`src/rtl/tick_sched.sv`:
```
`default_nettype none
`timescale 1ns/1ps
// ============================================================================
//  Module      : tick_sched
//  Description : Multi-channel timebase scheduler. A shared prescaler turns
//                clk_50MHz into a base tick. Each channel divides that tick
//                into tick pulses and a square wave. Channels are controlled
//                through one valid/ready command port.
//  Revision    : 1.0 - initial release
// ============================================================================
module tick_sched #(
    parameter  int N_CH       = 4,
    parameter  int PRESC      = 50000,
    parameter  int PW         = 16,
    parameter  int DEF_PERIOD = 500,
    localparam int CHW        = $clog2(N_CH)
) (
    input  logic            clk_50MHz,
    input  logic            reset_button,
    input  logic            cfg_valid,
    output logic            cfg_ready,
    input  logic [CHW-1:0]  cfg_ch,
    input  logic [1:0]      cfg_cmd,
    input  logic [PW-1:0]   cfg_period,
    output logic [N_CH-1:0] tick,
    output logic [N_CH-1:0] sq_out,
    output logic [N_CH-1:0] active
);

    localparam int              c_presc_w    = $clog2(PRESC);
    localparam logic [c_presc_w-1:0] c_presc_last = c_presc_w'(PRESC - 1);

    localparam logic [1:0] c_cmd_stop    = 2'd0;
    localparam logic [1:0] c_cmd_run     = 2'd1;
    localparam logic [1:0] c_cmd_oneshot = 2'd2;
    localparam logic [1:0] c_cmd_load    = 2'd3;

    typedef enum logic [1:0] {
        ST_STOP    = 2'd0,
        ST_RUN     = 2'd1,
        ST_ONESHOT = 2'd2
    } ch_state_t;

    logic [c_presc_w-1:0] r_presc;
    logic                 w_base_tk;
    logic                 r_cfg_ready;
    logic                 w_accept;

    assign w_base_tk = (r_presc == c_presc_last);
    assign w_accept  = cfg_valid && r_cfg_ready;
    assign cfg_ready = r_cfg_ready;

    // Free-running prescaler shared by every channel; commands never touch it.
    always_ff @(posedge clk_50MHz or posedge reset_button) begin
        if (reset_button) begin
            r_presc <= '0;
        end else if (w_base_tk) begin
            r_presc <= '0;
        end else begin
            r_presc <= r_presc + 1'b1;
        end
    end

    // Ready rises after reset and drops for one cycle after every accept.
    always_ff @(posedge clk_50MHz or posedge reset_button) begin
        if (reset_button) begin
            r_cfg_ready <= 1'b0;
        end else begin
            r_cfg_ready <= ~w_accept;
        end
    end

    genvar i;
    generate
        for (i = 0; i < N_CH; i++) begin : g_ch
            localparam logic [CHW-1:0] c_ch_idx = CHW'(i);

            ch_state_t     r_state, w_state_nxt;
            logic [PW-1:0] r_cnt, w_cnt_nxt;
            logic [PW-1:0] r_period, w_period_nxt;
            logic [PW-1:0] r_pend, w_pend_nxt;
            logic          r_pend_vld, w_pend_vld_nxt;
            logic          r_tick, w_tick_nxt;
            logic          r_sq, w_sq_nxt;
            logic [PW-1:0] w_eff;
            logic          w_hit;

            // A programmed half-period of 0 behaves as 1.
            assign w_eff = (r_period == '0) ? PW'(1) : r_period;
            // Out-of-range channel numbers never match, so they are ignored.
            assign w_hit = w_accept && (cfg_ch == c_ch_idx);

            // Channel state register; reset clears everything immediately.
            always_ff @(posedge clk_50MHz or posedge reset_button) begin
                if (reset_button) begin
                    r_state    <= ST_STOP;
                    r_cnt      <= '0;
                    r_period   <= PW'(DEF_PERIOD);
                    r_pend     <= '0;
                    r_pend_vld <= 1'b0;
                    r_tick     <= 1'b0;
                    r_sq       <= 1'b0;
                end else begin
                    r_state    <= w_state_nxt;
                    r_cnt      <= w_cnt_nxt;
                    r_period   <= w_period_nxt;
                    r_pend     <= w_pend_nxt;
                    r_pend_vld <= w_pend_vld_nxt;
                    r_tick     <= w_tick_nxt;
                    r_sq       <= w_sq_nxt;
                end
            end

            // Counting and wrap first, then any command layered on top.
            always_comb begin
                w_state_nxt    = r_state;
                w_cnt_nxt      = r_cnt;
                w_period_nxt   = r_period;
                w_pend_nxt     = r_pend;
                w_pend_vld_nxt = r_pend_vld;
                w_tick_nxt     = 1'b0;
                w_sq_nxt       = r_sq;

                if ((r_state != ST_STOP) && w_base_tk) begin
                    if (r_cnt == (w_eff - 1'b1)) begin
                        w_cnt_nxt  = '0;
                        w_tick_nxt = 1'b1;
                        w_sq_nxt   = ~r_sq;
                        if (r_pend_vld) begin
                            w_period_nxt   = r_pend;
                            w_pend_vld_nxt = 1'b0;
                        end
                        if (r_state == ST_ONESHOT) begin
                            w_state_nxt = ST_STOP;
                            w_sq_nxt    = 1'b0;
                        end
                    end else begin
                        w_cnt_nxt = r_cnt + 1'b1;
                    end
                end

                if (w_hit) begin
                    case (cfg_cmd)
                        c_cmd_stop: begin
                            w_state_nxt    = ST_STOP;
                            w_cnt_nxt      = '0;
                            w_sq_nxt       = 1'b0;
                            w_pend_vld_nxt = 1'b0;
                        end
                        c_cmd_run: begin
                            if (w_state_nxt == ST_STOP) begin
                                w_cnt_nxt = '0;
                                w_sq_nxt  = 1'b0;
                            end
                            w_state_nxt = ST_RUN;
                        end
                        c_cmd_oneshot: begin
                            if (w_state_nxt == ST_STOP) begin
                                w_cnt_nxt = '0;
                                w_sq_nxt  = 1'b0;
                            end
                            w_state_nxt = ST_ONESHOT;
                        end
                        c_cmd_load: begin
                            if (w_state_nxt == ST_STOP) begin
                                w_period_nxt = cfg_period;
                            end else begin
                                w_pend_nxt     = cfg_period;
                                w_pend_vld_nxt = 1'b1;
                            end
                        end
                        default: begin
                            w_state_nxt = w_state_nxt;
                        end
                    endcase
                end
            end

            assign tick[i]   = r_tick;
            assign sq_out[i] = r_sq;
            assign active[i] = (r_state != ST_STOP);
        end
    endgenerate

endmodule
`default_nettype wire

```
`config.mk`:
```
export PLATFORM = sky130hd
export DESIGN_NAME = tick_sched
export DESIGN_NICKNAME = d
export VERILOG_FILES = /design/src/rtl/tick_sched.sv
export SDC_FILE = /design/constraint.sdc
export NUM_CORES = 1
export LEC_CHECK = 0
export ABC_CLOCK_PERIOD_IN_PS = 9900
export CAP_MARGIN = 20
export CORE_UTILIZATION = 60
export CTS_CLUSTER_SIZE = 25
export DETAILED_ROUTE_END_ITERATION = 16
export PLACE_DENSITY = 0.78
export SETUP_SLACK_MARGIN = 0.5
export SKIP_CTS_REPAIR_TIMING = 1
export SLEW_MARGIN = 0
export SYNTH_ARGS = -nofsm -noshare
export SYNTH_HDL_FRONTEND = slang
export SYNTH_SLANG_ARGS = --single-unit
```
`constraint.sdc`:
```
create_clock -name clk_50MHz -period 9.9 [get_ports clk_50MHz]
set_input_delay 0.99 -clock clk_50MHz [delete_from_list [all_inputs] [get_ports clk_50MHz]]
set_output_delay 0.99 -clock clk_50MHz [all_outputs]
set_load 0.1 [all_outputs]
```
==> results of run 1 <==
## cell families (layout without fill, tap and decap cells)
| logic type | Yosys count | in the layout | share of synthesized area |
|---|---|---|---|
| simple gates | 458 | 458 | 0.1893 |
| compound gates | 133 | 133 | 0.07214 |
| xor+xnor | 131 | 131 | 0.08729 |
| buf+inv | 98 | 126 | 0.03495 |
| mux | 206 | 206 | 0.1772 |
| fa+ha+maj | 12 | 12 | 0.01116 |
| flops | 229 | 229 | 0.4280 |
## placed cells by master (no fill, tap or decap), types with 25 or more instances in the layout
cell	n
dfrtp_1	205
mux2_2	165
nor2_1	122
nand2_1	81
xor2_1	65
xnor2_1	64
nand3_1	55
inv_1	38
clkdlybuf4s50_1	35
nand4_1	34
o21ai_0	26
clkbuf_16	25
## power breakdown
group	internal (uW)	switching, uW	leakage, uW
clock	595	369	0.000423
combinational	452	526	0.00320
sequential	1100	176	0.00298
total	2150	1070	0.00660
## per-layer routing
layer	track usage	vias up	wire (um)
met5	0	-	0
met4	0.07822	0	805
met3	0.03293	49	1354
met2	0.4318	216	13850
met1	0.3822	4799	13970
li1	-	4553	-
## worst max-delay path, delay by kind of cell, from the launching register on
family | cells | cell delay (ps)
mux | 2 | 790
flops | 1 | 440
simple gates | 6 | 2690
fa+ha+maj | 1 | 230
compound gates | 2 | 350
## path summary, 6_finish.rpt
kind | cells past startpoint | to
min | 1 | r_presc[0]
min reg2reg | 1 | r_presc[0]
max in group asynchronous | 4 | g_ch[0].r_period[14]
max | 11 | g_ch[2].r_period[12]
min in group asynchronous | 2 | g_ch[3].r_cnt[7]
max reg2reg | 11 | g_ch[2].r_period[12]
## Yosys cell counts, drive strengths merged (3+ instances only)
library cell  count  area share
and4              6      0.0039
inv              39       0.011
clkbuf           27      0.0075
buf              32       0.017
xor2             65       0.042
a22oi             5      0.0028
a21o              4      0.0022
a21boi            3      0.0017
nor4bb            3      0.0022
dfstp            24       0.047
nand2b            9      0.0042
mux2i             8      0.0059
and2             13      0.0060
a31oi            15      0.0070
nor2b            14      0.0065
nor3             21      0.0099
or2               5      0.0023
a211o             3      0.0020
a21oi            22      0.0082
nor4b             7      0.0061
nor3b             8      0.0048
nand4b            6      0.0050
nor2            122       0.034
nand2            81       0.023
o22ai             4      0.0019
and3b             3      0.0020
or4               7      0.0039
a211oi            8      0.0058
a311o             3      0.0022
o211ai            4      0.0022
dfrtp           205        0.38
o21ai            28       0.011
ha               12       0.011
mux2            198        0.17
or3               8      0.0041
nand3            55       0.020
o21a              5      0.0029
xnor2            64       0.042
and3             23       0.011
nor4             25       0.016
nand4            38       0.021
o31ai             4      0.0022
## sequential cells by signal, indices dropped and copies added (netlist names)
| register | flops |
|---|---|
| g_ch.r_pend | 64 |
| g_ch.r_sq | 4 |
| g_ch.r_tick | 4 |
| g_ch.r_period | 64 |
| g_ch.r_cnt | 64 |
| g_ch.r_state | 8 |
| r_presc | 16 |
| cfg_ready | 1 |
| g_ch.r_pend_vld | 4 |
## through the flow
stage                     instance area, um^2  utilization  power [uW]  hold slack [ps]
after floorplan                         13460            -        2031            425.1
after global placement                  13880       0.6341        2219            442.7
after detailed placement                13890       0.6346        2247            447.1
after CTS                               14740       0.6734        3221            454.6
after global routing                    14750       0.6740        3378            470.4
final                                   14750       0.6740        3217            451.3
## cell type report
cell class	count	area (um^2)	area share
clock buffer	34	699.4	0.04740
tap	280	350.3	0.02374
timing repair buffer	43	411.6	0.02790
multi-input combinational	940	7228	0.4899
sequential	229	5761	0.3904
clock inverter	10	150.1	0.01018
inverter	39	153.9	0.01043
==> results.toml, run 1 <==
[die]
core_area_mm2 = 0.02189
fp-row-count = 54
die_w_um = 151.8
ios = 36
die_height_um = 151.8
start_util = 0.6148
die_area_mm2 = 0.02303

[timing]
slew_headroom = 0.3035
timing.fmax_ghz = 0.2161
finalCritPeriodShare = 0.4674
fin_crit_ps = 4627
worstMarginPinSlew_ps = 1035
setup_tns_ps = 0
fin_ws_ps = 5273
hold_viol = 0
setup-violations-final = 0
rsz0062_at_grt = "false"
slew_violations = 0
finClkSkew_ps = 10.60

[synthesis]
synth_edf_count = 0
syn_area_mm2 = 0.01346
seq_area_frac_synth = 0.4280
ys_warn_count = 0
ys.flop_type = "dfrtp_1"
yosysUniqueCellTypes = 88
avgSynthCellArea_um2 = 10.62
synthArstFlopShare = 1.000
syn-num-nets = 1302
syn_inst = 1267
synth-seq-cells = 229

[worst_setup_path]
crit_path_cell_trace = "nor4_1, and4_1, nor2_1, ha_1, or3_1, a31oi_1, o211ai_1, nor4b_4, nand3_1, mux2_2, mux2_2"
crit_path_start = "g_ch[2].r_period[9]"
startpoint_type = "flop"
crit_fanout = 16
cpPeakStageDelay_ps = 910
slowest_stage = "nor4_1"
cp-end-kind = "flop"
critPathKind = "reg -> reg"
arrival_ps = 5030
worst_path_most_repeated_cell = "mux2_2"
required_ps = 10300
rrSetupSlack_ps = 5270
r2r_start = "g_ch[2].r_period[9]"

[placement]
pre_cts_slack_ps = 5440
place.gp.congestion = 0.9152
io_buffers = 35
dp_cells = 1529
place_hpwl_um = 20990

[min_path]
hold_start = "r_presc[0]"
min_path_type = "reg -> reg"

[final_layout]
syn_to_final_growth_pct = 9.622
final_cells = 1575
fillers = 1661
drive_gt1_frac = 0.2247
diodes = 0
finish.net_count = 1313

[global_route]
grt-ovfl-total = 0
track_usage = 0.2692
grt_antenna_before_repair = 0
grt_pass1_vias = 9455
grt_max_degree = 110
grt_pass1_wl_um = 48550

[clocking]
clk_pin_slew_ps = 60
htreeDepth = 1
cts_root_buf = "clkbuf_16"
insertion_delay_ps = 520
cts_buffers = 25
clock_path_buffers = 3
tritoncts = "yes"
cts_sinks = 229

[routing]
antenna_left = 0
drc_errors = 0
viasPerCell = 6.106
drt_iter0_markers = 569
wl_um = 29980
dr_total_vias = 9617
dr.pass1.iters = 5
wl_per_cell_um = 19.04

[power]
p_leak_uw = 0.006597
p_per_area_mw_per_mm2 = 218.0
ir_drop_mv = 0.1361

[flow_run]
cap_violations = 0

[status]
status = "finished clean"
Note: power is estimated with default switching activity, not from simulation.
==> inputs of run 2 (changes only) <==
- ABC_CLOCK_PERIOD_IN_PS: 9900 -> 3800
- CORE_UTILIZATION: 60 -> 57
- PLACE_DENSITY: 0.78 -> 0.77
- clock period: 9.9 -> 3.8 ns (I/O delays scaled with it)
==> results.toml, run 2 (synthesized netlist as in run 1, its figures left out) <==
[status]
status = "finished clean"

[worst_setup_path]
startpoint_type = "flop"
r2r_end = "g_ch[1].r_period[1]"
r2r_start = "g_ch[1].r_period[8]"
worst-path-stages = 14
crit_path_cell_trace = "nor4_4, and3_4, a31oi_4, ha_2, nor3b_4, nand4_1, xnor2_1, a2111oi_4, nand4_4, buf_4, nor3_4, buf_12, mux2_2, mux2_2"
required_ps = 4210
cpPeakStageDelay_ps = 590
worst_path_most_repeated_cell = "mux2_2"
cp.buffers_inverters = 2
critPathKind = "reg -> reg"
slowest_stage = "dfstp_2"
crit_fanout = 16
ff2ff_path_depth = 14
path_delay_family = "simple AND/OR/NAND/NOR gates"
rrSetupSlack_ps = 200
crit_path_start = "g_ch[1].r_period[8]"
cp-end-kind = "flop"
arrival_ps = 4010
crit_end = "g_ch[1].r_period[1]"

[timing]
fin_crit_ps = 3596
finalCritPeriodShare = 0.9463
hold_viol = 0
setup_tns_ps = 0
setup-violations-final = 0
slew_violations = 0
slew_headroom = 0.3239
worstMarginPinSlew_ps = 1011
finClkSkew_ps = 11.54
fin_ws_ps = 204.1
rsz0062_at_grt = "true"
timing.fmax_ghz = 0.2781

[routing]
dr.pass1.iters = 5
dr_total_vias = 10130
wl_um = 33700
antenna_left = 0
viasPerCell = 5.988
wl_per_cell_um = 19.93
drc_errors = 0
drt_iter0_markers = 769

[power]
p_sw_frac = 0.3399
ir_drop_mv = 0.4475
switchingPower_uw = 3158
p_clk_frac = 0.287
p_int_uw = 6133
p_total_uw = 9291
seqPwrFrac = 0.356
p_comb_frac = 0.356
p_leak_uw = 0.007322
p_per_area_mw_per_mm2 = 567.9

[placement]
io_buffers = 35
pre_cts_slack_ps = 102.8
dp_cells = 1603
place_hpwl_um = 22350
place.gp.congestion = 0.9021

[global_route]
grt_pass1_vias = 9840
grt_max_degree = 97
grt-ovfl-total = 0
track_usage = 0.2700
grt_pass1_wl_um = 51620
grt_antenna_before_repair = 0

[clocking]
cts_root_buf = "clkbuf_16"
cts_buffers = 26
tritoncts = "yes"
clk_pin_slew_ps = 60
htreeDepth = 1
insertion_delay_ps = 540
clock_path_buffers = 3
cts_sinks = 229

[final_layout]
drive_gt1_frac = 0.3130
largest_registers = "g_ch.r_cnt x64, g_ch.r_pend x64, g_ch.r_period x64"
syn_to_final_growth_pct = 21.56
most-common-layout-cells = "dfrtp_1, nor2_1, mux2_2"
finish.net_count = 1392
layout_commonest_cell = "dfrtp_1"
final_cells = 1691
seq_area_mm2 = 0.005764
fillers = 1607
multiInputGateArea_mm2 = 0.007901
post-route-util = 0.7140

[die]
die_w_um = 155.7
ios = 36
fp-row-count = 55
die_height_um = 155.7
core_area_mm2 = 0.02292
start_util = 0.5873
die_area_mm2 = 0.02423

[min_path]
min_path_type = "in -> async"

[flow_run]
cap_violations = 0
-- run 2: cell count changes in the layout (fill, tap and decap cells not counted), moves of 4 or more --
cell,previous run,this run
clkbuf_16,25,32
mux2_4,20,71
mux2_2,165,116
a31oi_1,15,10
buf_6,1,5
nor4_1,19,12
buf_4,5,62
nor4_4,3,9
buf_12,0,11
ha_1,12,8
-- run 2: worst reg2reg max path, stage by stage, from the launching register on --
cell and delay [ps]:
dfstp_2 590, nor4_4 70, and3_4 180, a31oi_4 140
ha_2 210, nor3b_4 260, nand4_1 150, xnor2_1 200
a2111oi_4 380, nand4_4 160, buf_4 190, nor3_4 150
buf_12 180, mux2_2 350, mux2_2 270
-- run 2: worst min-delay path by stage --
stage,to,cells after the start
floorplan,r_presc[0],1
global placement,r_presc[0],1
detailed placement,r_presc[0],1
CTS,r_presc[6],2
global route,r_presc[6],2
finish,r_presc[6],2
-- run 2: metal layers --
layer | up-vias | wire (um) | global-route usage
met5 | - | 0 | 0
met1 | 5036 | 14820 | 0.3554
li1 | 4720 | - | -
met4 | 0 | 1036 | 0.08543
met3 | 82 | 1634 | 0.03750
met2 | 287 | 16210 | 0.4608
-- run 2: stage by stage --
stage               instance area [um^2]  hold WS (ps)
floorplan                          13830         425.1
global placement                   14670         445.4
detailed placement                 14670         448.2
CTS                                15580         245.4
global route                       16360         273.0
finish                             16360         244.5
-- run 2: cell type report --
| class | count | share of cell area |
|---|---|---|
| clock inverters | 12 | 0.01032 |
| flip-flops and latches | 229 | 0.3523 |
| repair buffers | 119 | 0.07533 |
| well taps | 313 | 0.02394 |
| diodes | 1 | 0.0001530 |
| clock buffers | 36 | 0.04581 |
| multi-input cells | 942 | 0.4829 |
| inverters | 39 | 0.009177 |
-- run 2: power by group through the flow --
stage | clock network [uW] | registers (uW) | logic [uW]
3_3_place_gp | 0 | 3320 | 2820
3_5_place_dp | 0 | 3330 | 2910
6_report | 2670 | 3310 | 3310
5_1_grt | 2810 | 3360 | 3550
2_1_floorplan | 0 | 3190 | 2320
4_1_cts | 2710 | 3300 | 2920
